--- config.mk ---
export PLATFORM = sky130hd
export DESIGN_NAME = colocador_barcos
export DESIGN_NICKNAME = d
export VERILOG_FILES = /design/src/rtl/colocador_pkg.sv /design/src/rtl/mascara_barco.sv /design/src/rtl/colocador_barcos.sv
export SDC_FILE = /design/constraint.sdc
export NUM_CORES = 1
export LEC_CHECK = 0
export CAP_MARGIN = 20
export CORE_MARGIN = 8
export CORE_UTILIZATION = 30
export DETAILED_ROUTE_END_ITERATION = 8
export SLEW_MARGIN = 20
export SYNTH_ARGS = -nofsm -noshare
export SYNTH_HDL_FRONTEND = slang
export SYNTH_SLANG_ARGS = --single-unit
--- constraint.sdc ---
create_clock -name clk -period 3.7 [get_ports clk]
set_input_delay 0.74 -clock clk [delete_from_list [all_inputs] [get_ports clk]]
set_output_delay 0.74 -clock clk [all_outputs]
set_load 0.05 [all_outputs]
--- src/rtl/colocador_pkg.sv ---
// colocador_pkg: shared board constants, FSM state type and ship-length helper
package colocador_pkg;
  localparam int BOARD_DIM = 5;
  localparam int CELLS = 25;
  typedef enum logic [2:0] {IDLE, PLACE, CHECK, WRITE, DONE} estado_t;
  function automatic logic [2:0] ship_len(input logic [2:0] idx);
    return idx + 3'd1;
  endfunction
endpackage

--- src/rtl/mascara_barco.sv ---
// mascara_barco: combinational cell mask and bounds test for one ship placement
module mascara_barco
  import colocador_pkg::*;
(
  input  logic [2:0]       x,
  input  logic [2:0]       y,
  input  logic             orient,
  input  logic [2:0]       len,
  output logic [CELLS-1:0] mask,
  output logic             in_bounds
);
  logic [3:0] xe, ye, le;
  assign xe = {1'b0, x};
  assign ye = {1'b0, y};
  assign le = {1'b0, len};
  // start + len <= 5 is the same as the last cell landing on index 4 or less
  assign in_bounds = ((orient ? ye : xe) + le) <= 4'(BOARD_DIM);
  for (genvar c = 0; c < CELLS; c++) begin : g_cell
    localparam logic [3:0] CX = 4'(c % BOARD_DIM);
    localparam logic [3:0] CY = 4'(c / BOARD_DIM);
    assign mask[c] = orient ? (CX == xe && CY >= ye && CY < ye + le)
                            : (CY == ye && CX >= xe && CX < xe + le);
  end
endmodule

--- src/rtl/colocador_barcos.sv ---
// colocador_barcos: interactive ship placement FSM on a 5x5 board.
// Define COLOCADOR_OVERLAP_CHK_EN to reject placements that overlap placed ships.
module colocador_barcos
  import colocador_pkg::*;
#(
  parameter int NUM_BARCOS = 5
) (
  input  logic             clk,
  input  logic             rst,
  input  logic             start,
  input  logic             up,
  input  logic             down,
  input  logic             left,
  input  logic             right,
  input  logic             rotate,
  input  logic             confirm,
  output logic [2:0]       cur_x,
  output logic [2:0]       cur_y,
  output logic             orient,
  output logic [2:0]       barco_idx,
  output logic             wr_en,
  output logic [2:0]       wr_barco,
  output logic [4:0]       wr_pos,
  output logic             wr_orient,
  output logic             err,
  output logic             busy,
  output logic             done,
  output logic [CELLS-1:0] ocupado
);
  localparam logic [2:0] MAXC = 3'(BOARD_DIM - 1);
  localparam logic [2:0] LAST = 3'(NUM_BARCOS - 1);
  estado_t state, state_d;
  logic [CELLS-1:0] mask;
  logic in_bounds, legal;
  logic [4:0] pos;
  mascara_barco u_mask (
    .x(cur_x), .y(cur_y), .orient(orient), .len(ship_len(barco_idx)),
    .mask(mask), .in_bounds(in_bounds)
  );
`ifdef COLOCADOR_OVERLAP_CHK_EN
  assign legal = in_bounds && ~|(mask & ocupado);
`else
  assign legal = in_bounds;
`endif
  assign pos = 5'(cur_y) * 5'(BOARD_DIM) + 5'(cur_x);
  always_ff @(posedge clk or negedge rst)
    if (!rst) state <= IDLE;
    else state <= state_d;
  always_comb begin
    state_d = state;
    case (state)
      IDLE, DONE: state_d = start ? PLACE : state;
      PLACE:      state_d = confirm ? CHECK : PLACE;
      CHECK:      state_d = legal ? WRITE : PLACE;
      WRITE:      state_d = (barco_idx == LAST) ? DONE : PLACE;
      default:    state_d = IDLE;
    endcase
    busy = state == PLACE || state == CHECK || state == WRITE;
    done = state == DONE;
    wr_en = state == WRITE;
    err = state == CHECK && !legal;
    wr_barco = wr_en ? barco_idx : 3'd0;
    wr_pos = wr_en ? pos : 5'd0;
    wr_orient = wr_en & orient;
  end
  always_ff @(posedge clk or negedge rst) begin
    if (!rst) begin
      cur_x <= '0;
      cur_y <= '0;
      orient <= 1'b0;
      barco_idx <= '0;
      ocupado <= '0;
    end else begin
      case (state)
        IDLE, DONE: if (start) begin
          cur_x <= '0;
          cur_y <= '0;
          orient <= 1'b0;
          barco_idx <= '0;
          ocupado <= '0;
        end
        PLACE: if (!confirm) begin
          // one step per cycle, priority up > down > left > right
          if (up) cur_y <= (cur_y == 3'd0) ? 3'd0 : cur_y - 3'd1;
          else if (down) cur_y <= (cur_y == MAXC) ? MAXC : cur_y + 3'd1;
          else if (left) cur_x <= (cur_x == 3'd0) ? 3'd0 : cur_x - 3'd1;
          else if (right) cur_x <= (cur_x == MAXC) ? MAXC : cur_x + 3'd1;
          if (rotate) orient <= ~orient;
        end
        CHECK: if (legal) ocupado <= ocupado | mask;
        WRITE: if (barco_idx != LAST) begin
          barco_idx <= barco_idx + 3'd1;
          cur_x <= '0;
          cur_y <= '0;
          orient <= 1'b0;
        end
        default: ;
      endcase
    end
  end
endmodule
## Word-level counts from Yosys, hierarchy flattened

Index checks and enable logic that the tools add are counted.

- Flip-flop bits (word level): 38
- Input port bits: 9
- Word-level logic and storage cells: 242

- Add/sub/neg operators: 9
- Multipliers: 1
- Magnitude comparators: 21
- Eq/ne operators: 25
- Muxes and demuxes: 59
- Bitwise operators: 3
- Reductions and logical operators: 118

Operator list:

| cell | number |
|---|---|
| $logic_and 1x1->1 | 101 |
| $mux 3 | 19 |
| $mux 25 | 2 |
| $pmux 25 s2 | 1 |
| $mux 1 | 29 |
| $or 25x25->25 | 1 |
| $pmux 3 s3 | 2 |
| $lt 1x4->1 const A | 4 |
| $lt 2x4->1 const A | 4 |
| $eq 2x3->1 const A | 4 |
| $eq 3x3->1 const B | 4 |
| $ge 1x3->1 const A | 4 |
| $ge 2x3->1 const A | 4 |
| $ne 2x2->1 const B | 6 |
| $pmux 3 s4 | 1 |
| $reduce_and 5->1 | 2 |
| $add 3x1->3 const B | 3 |
| $logic_not 3->1 | 3 |
| $ne 3x3->1 const B | 3 |
| $add 3x3->4 | 2 |
| $logic_not 4->1 | 2 |
| $lt 3x4->1 const A | 2 |
| $reduce_and 7->1 | 1 |
| $eq 1x3->1 const A | 2 |
| other kinds (22) | 30 |

## Depth between registers and ports, before layout

Gate-level depths: netlist of run 1.

- Word-level depth: 8
- Depth in mapped cells: 12
- Depth with buffers taken out: 9

## By module

From an unflattened synthesis of run 1, not the netlist that was laid out.

- Cells, all modules: 314
- Area total of the unflattened synthesis: 2892.8 um^2

Modules (own cells, without submodules):

| module | instances | cells an instance | area an instance (um^2) |
|---|---|---|---|
| colocador_barcos | 1 | 211 | 2099.5 |
| mascara_barco | 1 | 103 | 793.3 |

## Worst setup path after synthesis of run 1

Ideal clock, no wire load.

- Path kind: register to output
- From: register cur_y[2]
- To: output port wr_pos[4]
- Arrival: 3057 ps
- Data required time: 2960 ps
- Path slack: -97 ps
- Stages on the path, launching flop included: 11
- Path buffers: 1
- Cells stage by stage: dfrtp_1 > clkbuf_1 > inv_1 > ha_1 > inv_1 > ha_1 > ha_1 > a21o_1 > a21oi_1 > xnor2_1 > nor2_1

- Word-level cells in the longest chain between the ends: 3

Ends and longest elaborated chain:

| item | RTL line | source |
|---|---|---|
| from (decl) | colocador_barcos.sv:18 | `output logic [2:0] cur_y,` |
| from (signal assigned) | colocador_barcos.sv:84 | `if (up) cur_y <= (cur_y == 3'd0) ? 3'd0 : cur_y - 3'd1;` |
| from (signal assigned) | colocador_barcos.sv:85 | `else if (down) cur_y <= (cur_y == MAXC) ? MAXC : cur_y + 3'd1;` |
| $mul 3x3->5 | colocador_barcos.sv:45 | `assign pos = 5'(cur_y) * 5'(BOARD_DIM) + 5'(cur_x);` |
| $add 5x3->5 | colocador_barcos.sv:45 |  |
| $mux 5 | colocador_barcos.sv:63 | `wr_pos = wr_en ? pos : 5'd0;` |
| to (decl) | colocador_barcos.sv:23 | `output logic [4:0] wr_pos,` |

Every way passes these cells.

## Worst setup path in the final report of run 1

- From: register barco_idx[0]
- To: output port err

- Word-level cells in the longest chain between the ends: 5

Ends and longest elaborated chain:

| item | RTL line | source |
|---|---|---|
| from (decl) | colocador_barcos.sv:20 | `output logic [2:0] barco_idx,` |
| from (signal assigned) | colocador_barcos.sv:92 | `barco_idx <= barco_idx + 3'd1;` |
| $add 3x1->3 | colocador_pkg.sv:7 | `return idx + 3'd1;` |
| $add 4x3->4 | mascara_barco.sv:17 | `assign in_bounds = ((orient ? ye : xe) + le) <= 4'(BOARD_DIM);` |
| $le 4x3->1 | mascara_barco.sv:17 |  |
| $logic_not 1->1 | colocador_barcos.sv:61 | `err = state == CHECK && !legal;` |
| $logic_and 1x1->1 | colocador_barcos.sv:61 |  |
| to (decl) | colocador_barcos.sv:25 | `output logic err,` |

Every way passes these cells.

==> results of run 1 <==
[area by class of cell]
class,instances,share of cell area
Tap cell,136,0.0424
Multi-Input combinational cell,285,0.500
Inverter,28,0.0262
Timing Repair Buffer,64,0.160
Clock buffer,5,0.0171
Sequential cell,38,0.237
Clock inverter,3,0.0171
[layer usage]
layer  GRT usage  vias to the layer above
met5           0                        -
met4      0.0320                        0
met3      0.0249                       10
met2       0.237                       70
met1       0.162                     1421
li1            -                     1422
[report_power, final]
part | internal, mW | switching [mW] | total [mW] | leakage [nW]
Combinational | 1.04 | 1.98 | 3.03 | 1.16
Clock | 0.270 | 0.172 | 0.442 | 0.0683
Sequential | 0.542 | 0.109 | 0.650 | 0.514
Total | 1.85 | 2.26 | 4.12 | 1.74
[final timing paths]
| path | to | cells after the start | slack (ns) | start |
|---|---|---|---|---|
| max | err | 9 | 0.19 | barco_idx[0] |
| min | ocupado[11] | 2 | 0.49 | ocupado[11] |
| max reg2reg | ocupado[3] | 9 | 0.60 | barco_idx[0] |
| min reg2reg | ocupado[11] | 2 | 0.49 | ocupado[11] |
| max in group asynchronous | ocupado[4] | 1 | 2.60 | rst |
| min in group asynchronous | ocupado[23] | 1 | 0.55 | rst |
[cells by family (layout without fill, tap and decap cells)]
group                      Yosys count  count (layout)  synth area share
adders and majority gates           37              37             0.156
AOI/OAI and AO/OA                  116             116             0.263
and+or+nand+nor                    119             119             0.181
DFF                                 38              38             0.306
buffers and inverters               40             100            0.0531
muxes                                6               6            0.0209
xor gates and xnor gates             7               7            0.0197
[repair_timing]
item	4_1_cts	5_1_grt
setup buffers	0	0
resized for setup	0	1
endpoints found under the setup margin	0	1
[worst reg2reg max path: cells and delay by family, from the launching register on]
| family | cells | cell delay, ns |
|---|---|---|
| buffers and inverters | 1 | 0.14 |
| xor gates and xnor gates | 1 | 0.20 |
| adders and majority gates | 2 | 0.67 |
| DFF | 1 | 0.44 |
| AOI/OAI and AO/OA | 3 | 0.99 |
| and+or+nand+nor | 2 | 0.57 |
[synthesized netlist by cell type (3+ instances only)]
library cell / number / area share
dfrtp_1: 38 / 0.31
o21ai_0: 21 / 0.034
mux2_2: 4 / 0.014
a31oi_1: 3 / 0.0060
o31ai_1: 3 / 0.0072
o21ai_2: 10 / 0.028
o21ai_1: 9 / 0.014
nor2_1: 29 / 0.035
o2bb2a_1: 4 / 0.013
inv_1: 28 / 0.034
a32oi_1: 11 / 0.031
a211oi_1: 5 / 0.012
and2_1: 4 / 0.0080
nand2_1: 44 / 0.053
and3_1: 5 / 0.010
ha_1: 34 / 0.14
nand2b_1: 7 / 0.014
fa_1: 3 / 0.019
clkbuf_1: 10 / 0.012
nor2b_1: 10 / 0.020
nor3b_1: 3 / 0.0072
nor3_1: 8 / 0.013
xnor2_1: 4 / 0.011
xor2_1: 3 / 0.0084
a22oi_1: 8 / 0.019
a21o_1: 3 / 0.0072
a221oi_1: 3 / 0.0084
a21oi_1: 16 / 0.026
[flip-flops by register name (all words and copies together) (netlist names)]
signal / flops
ocupado: 25
cur_y: 3
orient: 1
cur_x: 3
state: 3
barco_idx: 3
==> impl_metrics.csv, run 1 <==
group,metric,value,unit
global_routing,grt_max_degree,39,
clock_network,clkTransAtPathRegs,0.08,ns
clock_network,cts_tree,"built",
clock_network,insertion_delay,0.30,ns
place,placedCellCount,551,
global_routing,overflow,0,
floorplan,start_util,0.305,
status,outcome,"complete, no violations",
cells_and_area,fin_cells,559,
clock_network,cts_hold_buf,0,
worst_setup_path,worst-setup-path-type,"reg2out",
worst_setup_path,crit_required,2.96,ns
place,place_ws,0.482,ns
route,drc,0,
worst_setup_path,startpoint_type,"flop",
sta,hold_ws,0.486,ns
sta,tightest_slew,0.882,ns
floorplan,die_y,118,µm
cells_and_area,mostFrequentLayoutCell,"clkdlybuf4s50_1",
synth,synth_ff_type,"dfrtp_1",
sta,slew-limit-headroom,0.412,
place,place_area,3870,µm²
cells_and_area,fin_util,0.394,
sta,clock-skew-final,0.00450,ns
global_routing,antenna_found_initial,0,
synth,synth_nets,409,
sta,period_share,0.950,
synth,synthArstFlopShare,1.00,
floorplan,core,10200,µm²
worst_setup_path,cp_max_fo,6,
sta,fin_crit,3.51,ns
global_routing,grt.total_usage,0.134,
cells_and_area,final_cell_mix,"clkdlybuf4s50_1, nand2_1, dfrtp_1, ha_1, inv_1",
cells_and_area,seqCellArea,951,µm²
worst_setup_path,arrival,2.77,ns
worst_setup_path,endpoint_kind,"primary output",
power_and_ir_drop,peakVddDrop,0.359,mV
route,drtIter0Drc,105,
route,maxUsedRoutingLayer,"met4",
place,io_buffers,56,
clock_network,cts_sinks,38,
worst_setup_path,crit_buf_inv,2,
floorplan,dieArea,13900,µm²
power_and_ir_drop,power.density,1030,nW/µm²
synth,synth_warnings,0,
synth,ys_seq_elements,38,
sta,final-setup-viol-count,0,
floorplan,io_pins,57,
sta,slew_viol_final,0,
place,gp_congestion,0.914,
sta,setup_slack,0.187,ns
route,vias,2923,
cells_and_area,final_layout_size_suffix_gt1_frac,0.102,
clock_network,h-tree-depth,2,
floorplan,rows,37,
clock_network,cts_buffer_depth,2,
route,vias_per_cell,5.23,
worst_setup_path,crit_chain,"inv_1 -> ha_1 -> xnor2_2 -> ha_1 -> nor2b_1 -> o311a_1 -> a311oi_2 -> nor2b_1 -> buf_4",
cells_and_area,final_nets,468,
route,met3_length,425,µm
global_routing,grt_pass1_wl,15.3,mm
worst_setup_path,cpMaxStageDelayCell,"dfrtp_1",
cells_and_area,n_antenna_cell,0,
clock_network,clock_tree.root_cell,"clkbuf_8",
synth,yosysSeqAreaShare,0.306,
clock_network,cts_buffers,5,
cells_and_area,fillCellCount,1056,
route,wirelength,9.43,mm
worst_setup_path,slowest_delay,0.44,ns
route,m1WireLength,4.25,mm
power_and_ir_drop,p_leak,1.74,nW
sta,max_freq,285,MHz
route,firstDrtPassIters,4,
power_and_ir_drop,total_power,4.12,mW
cells_and_area,area_delta_synth_final,29.0,%
worst_setup_path,cpLargestDelayFamily,"adder cells",
global_routing,grt_pass1_vias,3031,
synth,netlist_instances,363,
floorplan,die_x,118,µm
cells_and_area,final_area,4010,µm²
synth,synth_edf_count,0,
cells_and_area,multiInputGateArea,2010,µm²
sta,tns,0,ns
route,final_antenna_net_count,0,
synth,avgSynthCellArea,8.57,µm²
sta,hold_viol,0,
route,avgRoutedWirePerCell,16.9,µm
flow_run,drv_cap,0,
synth,syn-cell-area,3110,µm²
place,hpwl,7.21,mm
route,routed-wl-met2,4.65,mm
synth,ys_types,51,
hold_path,hold_path.class,"reg2reg",
No activity file was read; power rests on OpenSTA's default activity.
==> inputs of run 2 (changes only) <==
Settings changed: CORE_UTILIZATION 30 to 53, PLACE_DENSITY from default to 0.81.
==> run 2 against run 1 <==
Worst setup slack got worse by 0.014 ns. Die area decreased by 38%. Final cell count decreased by 11%. Wire length decreased by 5.4%. Via count increased by 4.9%. Non-clock buffer count increased by 1. Core utilization increased by 28 points. First-iteration DRC count increased by 140%. Critical endpoint unchanged. Largest cell class unchanged. Highest routed layer unchanged.
==> impl_metrics.csv, run 2 (synthesis results as in run 1) <==
group,metric,value,unit
worst_setup_path,endpoint_kind,"primary output",
worst_setup_path,worstReg2RegEnd,"ocupado[3]",
sta,slew_viol_final,0,
global_routing,grt_max_degree,39,
worst_setup_path,startpoint_type,"flop",
hold_path,hold_path.class,"reg2reg",
sta,fin_crit,3.53,ns
clock_network,cts_buffer_depth,2,
route,met3_length,683,µm
route,firstDrtPassIters,5,
flow_run,drv_cap,0,
cells_and_area,area_delta_synth_final,24.7,%
global_routing,antenna_found_initial,0,
route,final_antenna_net_count,0,
cells_and_area,largest_register,"ocupado",
place,place_ws,0.478,ns
place,gp_congestion,0.922,
worst_setup_path,crit_chain,"inv_1 -> ha_1 -> xnor2_1 -> ha_1 -> nor2b_1 -> o311a_1 -> a311oi_2 -> nor2b_1 -> buf_4",
route,avgRoutedWirePerCell,17.9,µm
clock_network,ctsResizeCount,0,
worst_setup_path,cpMaxStageDelayCell,"dfrtp_1",
worst_setup_path,cp_max_fo,6,
clock_network,cts_buffers,5,
route,m1WireLength,3.54,mm
hold_path,worstHoldEndpoint,"ocupado[10]",
sta,period_share,0.953,
sta,setup_slack,0.172,ns
place,place_area,3800,µm²
clock_network,h-tree-depth,2,
status,outcome,"complete, no violations",
clock_network,cts_sinks,38,
worst_setup_path,cpLargestDelayFamily,"compound AO/OA/AOI/OAI gates",
place,hpwl,6.84,mm
route,vias_per_cell,6.16,
route,drtIter0Drc,253,
clock_network,cts_setup_buffers,0,
floorplan,die_x,92.6,µm
floorplan,rows,28,
clock_network,insertion_delay,0.29,ns
floorplan,io_pins,57,
worst_setup_path,worst-setup-path-type,"reg2out",
hold_path,holdPathStages,2,
worst_setup_path,crit_buf_inv,2,
route,maxUsedRoutingLayer,"met4",
cells_and_area,fillCellCount,528,
cells_and_area,multiInputGateArea,2000,µm²
cells_and_area,final_layout_size_suffix_gt1_frac,0.0993,
floorplan,dieArea,8580,µm²
cells_and_area,largest_register_ff_count,25,
sta,hold_viol,0,
route,drc,0,
hold_path,min_from,"ocupado[10]",
clock_network,clock_tree.root_cell,"clkbuf_8",
cells_and_area,final_cell_mix,"clkdlybuf4s50_1, nand2_1, dfrtp_1, ha_1, inv_1",
global_routing,grt.total_usage,0.212,
sta,tns,0,ns
worst_setup_path,arrival,2.79,ns
sta,final-setup-viol-count,0,
worst_setup_path,reg2reg_depth,9,
floorplan,core,5780,µm²
route,routed-wl-met2,4.34,mm
cells_and_area,seqCellArea,951,µm²
cells_and_area,n_antenna_cell,0,
worst_setup_path,crit_required,2.96,ns
clock_network,clkTransAtPathRegs,0.08,ns
sta,tightest_slew,0.876,ns
cells_and_area,final_area,3880,µm²
cells_and_area,fin_cells,498,
route,vias,3067,
route,wirelength,8.92,mm
worst_setup_path,r2r-start,"barco_idx[0]",
sta,clock-skew-final,0.00512,ns
floorplan,die_y,92.6,µm
cells_and_area,final_nets,469,
global_routing,grt_pass1_wl,14.9,mm
worst_setup_path,slowest_delay,0.43,ns
cells_and_area,mostFrequentLayoutCell,"clkdlybuf4s50_1",
place,placedCellCount,491,
global_routing,overflow,0,
worst_setup_path,reg2reg_setup_slack,0.63,ns
global_routing,grt_pass1_vias,3041,
sta,slew-limit-headroom,0.416,
place,io_buffers,56,
clock_network,cts_hold_buf,0,
floorplan,start_util,0.538,
clock_network,cts_tree,"built",
sta,max_freq,283,MHz
sta,rsz0062_at_grt,"no",
==> run 2: layer usage <==
layer,up-vias,track usage
met3,36,0.0453
met2,156,0.362
li1,1430,-
met1,1445,0.249
met5,-,0
met4,0,0.0966
==> run 2: layout make-up <==
class,count,share of cell area
Clock buffer,5,0.0177
Clock inverter,2,0.00258
Inverter,28,0.0271
Multi-Input combinational cell,285,0.515
Sequential cell,38,0.245
Tap cell,75,0.0242
Timing Repair Buffer,65,0.168
==> run 2: per-stage QoR <==
| stage | utilization | hold slack (ns) |
|---|---|---|
| floorplan | - | 0.444 |
| global placement | 0.657 | 0.463 |
| detailed placement | 0.657 | 0.464 |
| CTS | 0.671 | 0.481 |
| global route | 0.671 | 0.503 |
| finish | 0.671 | 0.477 |
==> run 2: worst reg2reg max path, delay by kind of cell, from the launching register on <==
family | cells | cell delay, ns
compound gates | 3 | 1.00
buf+inv | 1 | 0.13
xor+xnor | 1 | 0.21
fa+ha+maj | 2 | 0.65
simple gates | 2 | 0.55
flops | 1 | 0.43
==> run 2: worst max-delay path by stage <==
stage,startpoint,cells past startpoint,slack (ns),end
after floorplan,cur_y[2],8,0.06,wr_pos[2]
after global placement,barco_idx[0],9,0.56,err
after detailed placement,barco_idx[0],9,0.48,err
after CTS,barco_idx[0],9,0.16,err
after global routing,barco_idx[0],9,0.04,err
final,barco_idx[0],9,0.17,err
Power of run 2 is not shown: default switching activity piles up to over one toggle a cycle in this logic, so the estimate is an artifact.
